==> src/rtl/mastermind_round_sequencer_pkg.sv <==
// Shared types and constants for the Mastermind round sequencer and its
// board-side helpers.
package mastermind_pkg;

  localparam int NUM_SLOTS = 4;
  localparam int SLOT_W    = 2;
  localparam int PEG_W     = 3;
  localparam logic [PEG_W-1:0] RED_WIN = 3'd4;

  typedef enum logic [3:0] {
    CODE_ARM,
    CODE_HOLD,
    GUESS_ARM,
    GUESS_HOLD,
    CLEAR,
    COMPARE,
    CHECK,
    WIN,
    LOSE,
    RESTART
  } state_t;

endpackage

==> src/rtl/mastermind_round_sequencer_if.sv <==
// Bundle between the round sequencer (master) and the board/datapath side
// (slave); state is carried along so checkers can observe the FSM.
interface mastermind_round_sequencer_if #(
  parameter int GC_W = 4
);
  import mastermind_pkg::*;

  // Strobes are single-cycle pulses sampled on the rising clock edge;
  // load is a debounced level and red is only meaningful while state is CHECK.
  logic              load;
  logic [PEG_W-1:0]  red;
  logic              load_code;
  logic              load_guess;
  logic [SLOT_W-1:0] slot;
  logic              clear_score;
  logic              compare;
  logic [SLOT_W-1:0] compare_i;
  logic              score_valid;
  logic [GC_W-1:0]   guess_count;
  logic              win;
  logic              lose;
  state_t            state;

  modport master (
    input  load, red,
    output load_code, load_guess, slot, clear_score, compare, compare_i,
           score_valid, guess_count, win, lose, state
  );

  modport slave (
    output load, red,
    input  load_code, load_guess, slot, clear_score, compare, compare_i,
           score_valid, guess_count, win, lose, state
  );

endinterface

==> src/rtl/mastermind_press_detect.sv <==
// Edge detector for an already-debounced pushbutton level.
module mastermind_press_detect (
  input  logic clk,
  input  logic resetn,
  input  logic level,
  output logic press,
  output logic released
);

  logic level_q;

  always_ff @(posedge clk or negedge resetn) begin
    if (!resetn) level_q <= 1'b0;
    else         level_q <= level;
  end

  // level_q clears in reset, so a button held through reset reads as one press.
  assign press    = level & ~level_q;
  assign released = ~level & level_q;

endmodule

==> src/rtl/mastermind_round_sequencer.sv <==
// Game-level sequencer: code entry, guess entry, 4-slot compare sweep,
// guess counting and win/lose detection.
module mastermind_round_sequencer
  import mastermind_pkg::*;
#(
  parameter int MAX_GUESSES = 8,
  parameter int GC_W        = 4
) (
  input  logic clk,
  input  logic resetn,
  mastermind_round_sequencer_if.master bus
);

  localparam logic [GC_W-1:0]   MAX_GC    = GC_W'(MAX_GUESSES);
  localparam logic [SLOT_W-1:0] LAST_SLOT = SLOT_W'(NUM_SLOTS - 1);

  state_t            state;
  logic [SLOT_W-1:0] slot;
  logic [SLOT_W-1:0] compare_i;
  logic [GC_W-1:0]   guess_count;
  logic              clear_score_q, compare_q, score_valid_q, win_q, lose_q;
  logic              press, released;
  logic [GC_W-1:0]   gc_inc;

  mastermind_press_detect u_press (
    .clk      (clk),
    .resetn   (resetn),
    .level    (bus.load),
    .press    (press),
    .released (released)
  );

  assign gc_inc = (guess_count == MAX_GC) ? MAX_GC : guess_count + GC_W'(1);

  always_ff @(posedge clk or negedge resetn) begin
    if (!resetn) begin
      state         <= CODE_ARM;
      slot          <= '0;
      compare_i     <= '0;
      guess_count   <= '0;
      clear_score_q <= 1'b0;
      compare_q     <= 1'b0;
      score_valid_q <= 1'b0;
      win_q         <= 1'b0;
      lose_q        <= 1'b0;
    end else begin
      clear_score_q <= 1'b0;
      score_valid_q <= 1'b0;
      case (state)
        CODE_ARM:  if (press) state <= CODE_HOLD;
        CODE_HOLD: if (released) begin
          if (slot == LAST_SLOT) begin
            slot  <= '0;
            state <= GUESS_ARM;
          end else begin
            slot  <= slot + SLOT_W'(1);
            state <= CODE_ARM;
          end
        end
        GUESS_ARM:  if (press) state <= GUESS_HOLD;
        GUESS_HOLD: if (released) begin
          if (slot == LAST_SLOT) begin
            slot          <= '0;
            clear_score_q <= 1'b1;
            state         <= CLEAR;
          end else begin
            slot  <= slot + SLOT_W'(1);
            state <= GUESS_ARM;
          end
        end
        CLEAR: begin
          compare_q <= 1'b1;
          compare_i <= '0;
          state     <= COMPARE;
        end
        COMPARE: begin
          if (compare_i == LAST_SLOT) begin
            compare_q     <= 1'b0;
            compare_i     <= '0;
            score_valid_q <= 1'b1;
            state         <= CHECK;
          end else begin
            compare_i <= compare_i + SLOT_W'(1);
          end
        end
        CHECK: begin
          guess_count <= gc_inc;
          // A full match on the final guess still counts as a win.
          if (bus.red == RED_WIN) begin
            win_q <= 1'b1;
            state <= WIN;
          end else if (gc_inc == MAX_GC) begin
            lose_q <= 1'b1;
            state  <= LOSE;
          end else begin
            state <= GUESS_ARM;
          end
        end
        WIN, LOSE: if (press) state <= RESTART;
        RESTART: if (!bus.load) begin
          guess_count <= '0;
          win_q       <= 1'b0;
          lose_q      <= 1'b0;
          slot        <= '0;
          state       <= CODE_ARM;
        end
        default: begin
          state     <= CODE_ARM;
          slot      <= '0;
          compare_i <= '0;
          compare_q <= 1'b0;
        end
      endcase
    end
  end

  // Write strobes are Mealy so the register bank samples in the release cycle.
  assign bus.load_code   = (state == CODE_HOLD)  && released;
  assign bus.load_guess  = (state == GUESS_HOLD) && released;
  assign bus.slot        = slot;
  assign bus.clear_score = clear_score_q;
  assign bus.compare     = compare_q;
  assign bus.compare_i   = compare_i;
  assign bus.score_valid = score_valid_q;
  assign bus.guess_count = guess_count;
  assign bus.win         = win_q;
  assign bus.lose        = lose_q;
  assign bus.state       = state;

endmodule
==> src/flat_wrapper.sv <==
// flat-port wrapper written by rule: the top's interface ports become plain ports
module mastermind_round_sequencer_flat import mastermind_pkg::*;
#(
  parameter int MAX_GUESSES = 8,
  parameter int GC_W        = 4
)
  (clk, resetn, bus_load, bus_red, bus_load_code, bus_load_guess, bus_slot, bus_clear_score, bus_compare, bus_compare_i, bus_score_valid, bus_guess_count, bus_win, bus_lose, bus_state);
  mastermind_round_sequencer_if #(.GC_W(GC_W)) bus_i ();
  input  logic clk;
  input  logic resetn;
  input wire logic [$bits(bus_i.load)-1:0] bus_load;
  input wire logic [$bits(bus_i.red)-1:0] bus_red;
  output wire logic [$bits(bus_i.load_code)-1:0] bus_load_code;
  output wire logic [$bits(bus_i.load_guess)-1:0] bus_load_guess;
  output wire logic [$bits(bus_i.slot)-1:0] bus_slot;
  output wire logic [$bits(bus_i.clear_score)-1:0] bus_clear_score;
  output wire logic [$bits(bus_i.compare)-1:0] bus_compare;
  output wire logic [$bits(bus_i.compare_i)-1:0] bus_compare_i;
  output wire logic [$bits(bus_i.score_valid)-1:0] bus_score_valid;
  output wire logic [$bits(bus_i.guess_count)-1:0] bus_guess_count;
  output wire logic [$bits(bus_i.win)-1:0] bus_win;
  output wire logic [$bits(bus_i.lose)-1:0] bus_lose;
  output wire logic [$bits(bus_i.state)-1:0] bus_state;
  assign bus_i.load = bus_load;
  assign bus_i.red = bus_red;
  assign bus_load_code = bus_i.load_code;
  assign bus_load_guess = bus_i.load_guess;
  assign bus_slot = bus_i.slot;
  assign bus_clear_score = bus_i.clear_score;
  assign bus_compare = bus_i.compare;
  assign bus_compare_i = bus_i.compare_i;
  assign bus_score_valid = bus_i.score_valid;
  assign bus_guess_count = bus_i.guess_count;
  assign bus_win = bus_i.win;
  assign bus_lose = bus_i.lose;
  assign bus_state = bus_i.state;
  mastermind_round_sequencer #(.MAX_GUESSES(MAX_GUESSES), .GC_W(GC_W)) u_core (.clk(clk), .resetn(resetn), .bus(bus_i));
endmodule
==> config.mk <==
export PLATFORM = sky130hd
export DESIGN_NAME = mastermind_round_sequencer_flat
export DESIGN_NICKNAME = d
export VERILOG_FILES = /design/src/rtl/mastermind_round_sequencer_pkg.sv /design/src/rtl/mastermind_round_sequencer_if.sv /design/src/rtl/mastermind_press_detect.sv /design/src/rtl/mastermind_round_sequencer.sv /design/src/flat_wrapper.sv
export SDC_FILE = /design/constraint.sdc
export NUM_CORES = 1
export LEC_CHECK = 0
export CORE_MARGIN = 5
export CORE_UTILIZATION = 45
export DETAILED_ROUTE_END_ITERATION = 6
export GPL_ROUTABILITY_DRIVEN = 0
export MAX_ROUTING_LAYER = met4
export PLACE_DENSITY = 0.78
export SLEW_MARGIN = 25
export SYNTH_ARGS = -nofsm -noshare
export SYNTH_HDL_FRONTEND = slang
export SYNTH_HIERARCHICAL = 1
export SYNTH_SLANG_ARGS = --single-unit
==> constraint.sdc <==
create_clock -name clk -period 2.2 [get_ports clk]
set_clock_uncertainty 0.05 [all_clocks]
set_input_delay 0.44 -clock clk [delete_from_list [all_inputs] [get_ports clk]]
set_output_delay 0.44 -clock clk [all_outputs]
set_load 0.02 [all_outputs]
==> results.yml, run 1 <==
cells_and_area:
  layout-drive-gt1-share: 0.1447
  final_cell_mix: "clkdlybuf4s50_1, dfrtp_1, nor2_1, buf_4, o21ai_0"
  fillers: 215
  diodes: 0
  finalNetCount: 171
  syn_to_final_growth_pct: 27.31
  final_cells: 189
  fin_area_um2: 1516
  final_common_cell: "clkdlybuf4s50_1"
power_and_ir_drop:
  p_per_area_nw_per_um2: 1074
  p_int_mw: 0.8947
  combPwrFrac: 0.583
  power_switching_mw: 0.7332
  total_power_mw: 1.628
  peakVddDrop_uv: 773.5
  power.leakage_nw: 0.6450
  pwr-share-seq: 0.314
  pwr-share-clk: 0.103
  p_sw_frac: 0.4504
yosys:
  syn_area_per_cell_um2: 9.163
  ys_types: 51
  synth-edff-count: 0
  syn_inst: 130
  synth_fp_nets: 140
  ys_warn_count: 6
  async_reset_ff_frac: 1.000
  synth-seq-cells: 18
  yosysSeqAreaShare: 0.3782
  synthesis.area_um2: 1191
  synth_ff_type: "dfrtp_1"
setup_path:
  crit_family: "buffers and inverters"
  end_kind: "output port"
  crit_chain: "clkdlybuf4s50_1 > and2b_2 > and3_1 > dlygate4sd2_1"
  worstSetupStartpointType: "input port"
  worst-path-buf-inv: 2
  slowest_delay_ns: 0.47
  cp_data_required_time_ns: 1.71
  critPathSlowestCell: "clkdlybuf4s50_1"
  worstSetupPathType: "input port to output port"
  worstPathArrival_ns: 1.64
  cp_max_fo: 3
cts:
  cts_setup_buffers: 0
  cts_buffers: 3
  clock_latency_ns: 0.29
  htree_levels: 1
  clk_pin_slew_ns: 0.10
  cts_resized: 2
  cts.sinks: 18
  ctsLongestPathBuffers: 2
  cts-hold-fix-buffers: 0
  cts_tree: "done"
  cts_root_buf: "clkbuf_4"
timing:
  setup_violations: 0
  hold_viol: 0
  worst_pin_slew_ns: 0.5120
  fin_setup_tns_ns: 0
  min_period_ns: 2.130
  fmax_mhz: 469.5
  rsz0062_at_grt: "false"
  timing_max_transition_violations_final: 0
  slew_headroom: 0.6579
  fin_crit_sh: 0.9681
floorplan:
  io_pins: 25
  num_rows: 18
  start_util: 0.4765
  die_area_um2: 3776
  die_h_um: 61.45
  core_um2: 2500
  die-width_um: 61.45
drt:
  drc: 0
  wl_per_cell_um: 16.06
  drt_iter0_drc: 38
  dr.pass1.iters: 4
  wirelength_um: 3035
  num_vias: 1118
  postRouteAntennaNets: 0
  vias_per_cell: 5.915
global_route:
  grt_max_degree: 20
  grt_usage: 0.1843
  antenna_found_initial: 0
  grt_pass1_vias: 1098
  grt-ovfl-total: 0
  grt_pass1_wl_um: 5085
min_path:
  hp-class: "input port to asynchronous set/reset pin"
placement:
  dpl.cell_count: 186
  portBuffers: 24
  placed_area_um2: 1496
  place_hpwl_um: 2265
job:
  maxCapViolations: 0
status:
  outcome: "complete, no violations"
logic make-up after synthesis:
| logic type | Yosys count | share of synthesized area |
|---|---|---|
| AOI/OAI and AO/OA | 42 | 0.2479 |
| and+or+nand+nor | 47 | 0.2342 |
| DFF | 18 | 0.3781 |
| buffers and inverters | 15 | 0.05882 |
| xor gates and xnor gates | 1 | 0.007354 |
| muxes | 3 | 0.03151 |
| adders and majority gates | 4 | 0.04202 |
metrics by stage:
step / util / hold WS [ns] / worst slack (ns)
after floorplan: - / 0.09441 / 0.4278
after global placement: 0.5986 / 0.4391 / -0.1443
after detailed placement: 0.5986 / 0.4428 / -0.1661
after CTS: 0.6066 / 0.4177 / 0.07263
after global routing: 0.6066 / 0.4352 / 0.02198
final: 0.6066 / 0.4140 / 0.07011
power by group through the flow:
stage          sequential (mW)  combinational (mW)  clock [mW]
2_1_floorplan            0.589               0.521           0
3_3_place_gp             0.509               0.917           0
3_5_place_dp             0.519               0.948           0
4_1_cts                  0.512               0.948       0.170
5_1_grt                  0.531                1.03       0.177
6_report                 0.511               0.950       0.167
cells in the mapped netlist (3+ instances only):
master | count | area, µm²
dfrtp_1 | 18 | 450.4
nor2_1 | 10 | 37.54
o21ai_0 | 8 | 40.04
a21oi_1 | 6 | 30.03
nand2_1 | 6 | 22.52
o21ai_1 | 6 | 30.03
buf_2 | 5 | 25.02
inv_1 | 5 | 18.77
and3_1 | 4 | 25.02
ha_1 | 4 | 50.05
nand2b_1 | 4 | 25.02
inv_2 | 3 | 11.26
nor2b_1 | 3 | 18.77
nor3_1 | 3 | 15.01
registers in the layout (all words and copies together) (netlist names):
| signal | cells |
|---|---|
| u_core/bus.guess_count | 4 |
| u_core/bus.clear_score | 1 |
| u_core/bus.compare | 1 |
| u_core/bus.win | 1 |
| u_core/bus.slot | 2 |
| u_core/bus.state | 4 |
| u_core/u_press/level_q | 1 |
| u_core/bus.lose | 1 |
| u_core/bus.score_valid | 1 |
| u_core/bus.compare_i | 2 |
metal layers:
layer	vias to the layer above	global-route usage	part of all wire
met2	22	0.3248	0.51
met3	2	0.02725	0.038
met5	-	-	0
li1	549	-	-
met1	545	0.2202	0.44
met4	0	0.04545	0.0056
final timing paths:
path	from	end	slack (ns)	cells past startpoint
max reg2reg	u_core/bus.guess_count[0]	u_core/bus.state[3]	0.33	6
min in group clk	u_core/bus.win	u_core/bus.win	0.46	2
min	resetn	u_core/bus.slot[1]	0.41	2
max	bus_load	bus_load_guess	0.07	4
max in group asynchronous	resetn	u_core/bus.guess_count[3]	1.49	2
min reg2reg	u_core/bus.win	u_core/bus.win	0.46	2
cell type report:
| type | instances | area (µm²) | area share |
|---|---|---|---|
| repair buffers | 33 | 305.3 | 0.2013 |
| clock buffers | 3 | 22.52 | 0.01485 |
| flip-flops and latches | 18 | 450.4 | 0.2970 |
| well taps | 30 | 37.54 | 0.02475 |
| multi-input cells | 97 | 670.6 | 0.4422 |
| inverters | 8 | 30.03 | 0.01980 |
Note: power is estimated with default switching activity, not from simulation.
==> inputs of run 2 (changes only) <==
--- a/config.mk
+++ b/config.mk
@@ -7,8 +7,10 @@
 export LEC_CHECK = 0
 export CORE_MARGIN = 5
 export CORE_UTILIZATION = 45
+export CTS_CLUSTER_SIZE = 24
 export DETAILED_ROUTE_END_ITERATION = 6
 export GPL_ROUTABILITY_DRIVEN = 0
+export GPL_TIMING_DRIVEN = 0
 export MAX_ROUTING_LAYER = met4
 export PLACE_DENSITY = 0.78
 export SLEW_MARGIN = 25
==> results.yml, run 2 (same netlist as run 1, synthesis figures left out) <==
setup_path:
  reg2reg_to: "u_core/bus.state[3]"
  end_kind: "output port"
  cpMostUsedCell: "buf_4"
  startpoint: "u_core/bus.state[2]"
  critPathSlowestCell: "dfrtp_1"
  slowest_delay_ns: 0.41
  cp_max_fo: 10
  rrSetupSlack_ns: 0.32
  endpoint: "bus_load_guess"
  worstPathArrival_ns: 1.62
  cp_data_required_time_ns: 1.71
  ff2ff_path_depth: 7
  worstSetupStartpointType: "flip-flop"
  timing.rr.start: "u_core/bus.guess_count[0]"
  crit_chain: "buf_4 > buf_4 > nor3_1 > and3_1 > buf_2"
  worstSetupPathType: "flip-flop to output port"
status:
  outcome: "complete, no violations"
timing:
  hold_viol: 0
  worst_pin_slew_ns: 0.8484
  min_period_ns: 2.108
  hold-worst-slack_ns: 0.4713
  timing_max_transition_violations_final: 0
  rsz0062_at_grt: "false"
  slew_headroom: 0.4326
  fin_crit_sh: 0.9580
  setup_violations: 0
  fmax_mhz: 474.5
  fin_setup_tns_ns: 0
power_and_ir_drop:
  power_switching_mw: 0.7332
  pwr-share-clk: 0.127
  combPwrFrac: 0.569
  p_per_area_nw_per_um2: 1098
  pwr-share-seq: 0.304
  p_int_mw: 0.9149
  power.leakage_nw: 0.6344
  p_sw_frac: 0.4449
  peakVddDrop_uv: 713.6
global_route:
  grt_pass1_wl_um: 5188
  grt_usage: 0.1907
  grt_pass1_vias: 1112
  antenna_found_initial: 0
  grt-ovfl-total: 0
  grt_max_degree: 19
floorplan:
  die-width_um: 61.45
  num_rows: 18
  io_pins: 25
  die_area_um2: 3776
  core_um2: 2500
  die_h_um: 61.45
  start_util: 0.4765
drt:
  vias_per_cell: 5.989
  drt_iter0_drc: 44
  wirelength_um: 2983
  wl_per_cell_um: 15.87
  postRouteAntennaNets: 0
  num_vias: 1126
  dr.pass1.iters: 4
  drc: 0
placement:
  portBuffers: 24
  place_hpwl_um: 2210
cells_and_area:
  finalNetCount: 169
  diodes: 0
  fillers: 224
  top_regs: "u_core/bus.guess_count (4), u_core/bus.state (4)"
  final_common_cell: "clkdlybuf4s50_1"
  seqCellArea_um2: 450.4
  multi_input_area_um2: 670.6
  final_cell_mix: "clkdlybuf4s50_1, dfrtp_1, nor2_1, o21ai_0"
  syn_to_final_growth_pct: 26.05
  final_util: 0.6006
  layout-drive-gt1-share: 0.1519
cts:
  cts_buffers: 3
  htree_levels: 1
  clock_latency_ns: 0.30
  cts_root_buf: "clkbuf_4"
  cts-hold-fix-buffers: 0
  cts.sinks: 18
  ctsLongestPathBuffers: 2
  clk_pin_slew_ns: 0.11
  cts_tree: "done"
min_path:
  hp-class: "flip-flop to flip-flop"
job:
  maxCapViolations: 0
run 2: cell count changes in the layout (fill, tap and decap cells not counted):
cell | before | now
buf_2 | 0 | 3
dlygate4sd2_1 | 2 | 1
clkdlybuf4s50_1 | 22 | 21
clkbuf_8 | 0 | 1
buf_4 | 9 | 5
clkbuf_2 | 0 | 1
run 2: power by group through the flow:
stage	combinational, mW	clock, mW	sequential, mW
2_1_floorplan	0.521	0	0.589
4_1_cts	0.941	0.217	0.501
6_report	0.938	0.210	0.500
3_3_place_gp	0.901	0	0.498
3_5_place_dp	0.930	0	0.506
5_1_grt	1.02	0.234	0.517
run 2: critical path: cells and delay by family (launching register included):
kind / cells / cell delay [ns]
flops: 1 / 0.41
buf+inv: 3 / 0.52
simple gates: 2 / 0.39
run 2: stage by stage:
| stage | power [mW] | worst slack [ns] | instances | cell area (µm²) |
|---|---|---|---|---|
| 2_1_floorplan | 1.110 | 0.4278 | 130 | 1191 |
| 3_3_place_gp | 1.400 | -0.3628 | 184 | 1469 |
| 3_5_place_dp | 1.435 | -0.3824 | 184 | 1469 |
| 4_1_cts | 1.659 | 0.01274 | 188 | 1506 |
| 5_1_grt | 1.773 | 0.01595 | 188 | 1501 |
| 6_report | 1.648 | 0.09235 | 188 | 1501 |
run 2: routing by layer:
layer / track usage / routed length, µm
met1: 0.2254 / 1190
met2: 0.3157 / 1529
met3: 0.03145 / 216
met4: 0.08788 / 46
met5: - / 0
run 2: what timing repair did:
action                     CTS  global route
buffers inserted             0             0
resized for setup           10             1
setup endpoints to repair    2             1
run 2: area by class of cell:
type | count | area share
well taps | 30 | 0.02500
inverters | 8 | 0.02000
repair buffers | 24 | 0.1525
flip-flops and latches | 18 | 0.3000
multi-input cells | 97 | 0.4467
plain buffers | 7 | 0.03167
clock buffers | 4 | 0.02417
run 2: worst min path at each step:
stage	startpoint	endpoint	cells after the start
floorplan	resetn	u_core/bus.clear_score	0
global placement	u_core/bus.win	u_core/bus.win	2
finish	u_core/bus.win	u_core/bus.win	2
detailed placement	u_core/bus.win	u_core/bus.win	2
global route	bus_load	u_core/u_press/level_q	1
CTS	bus_load	u_core/u_press/level_q	1
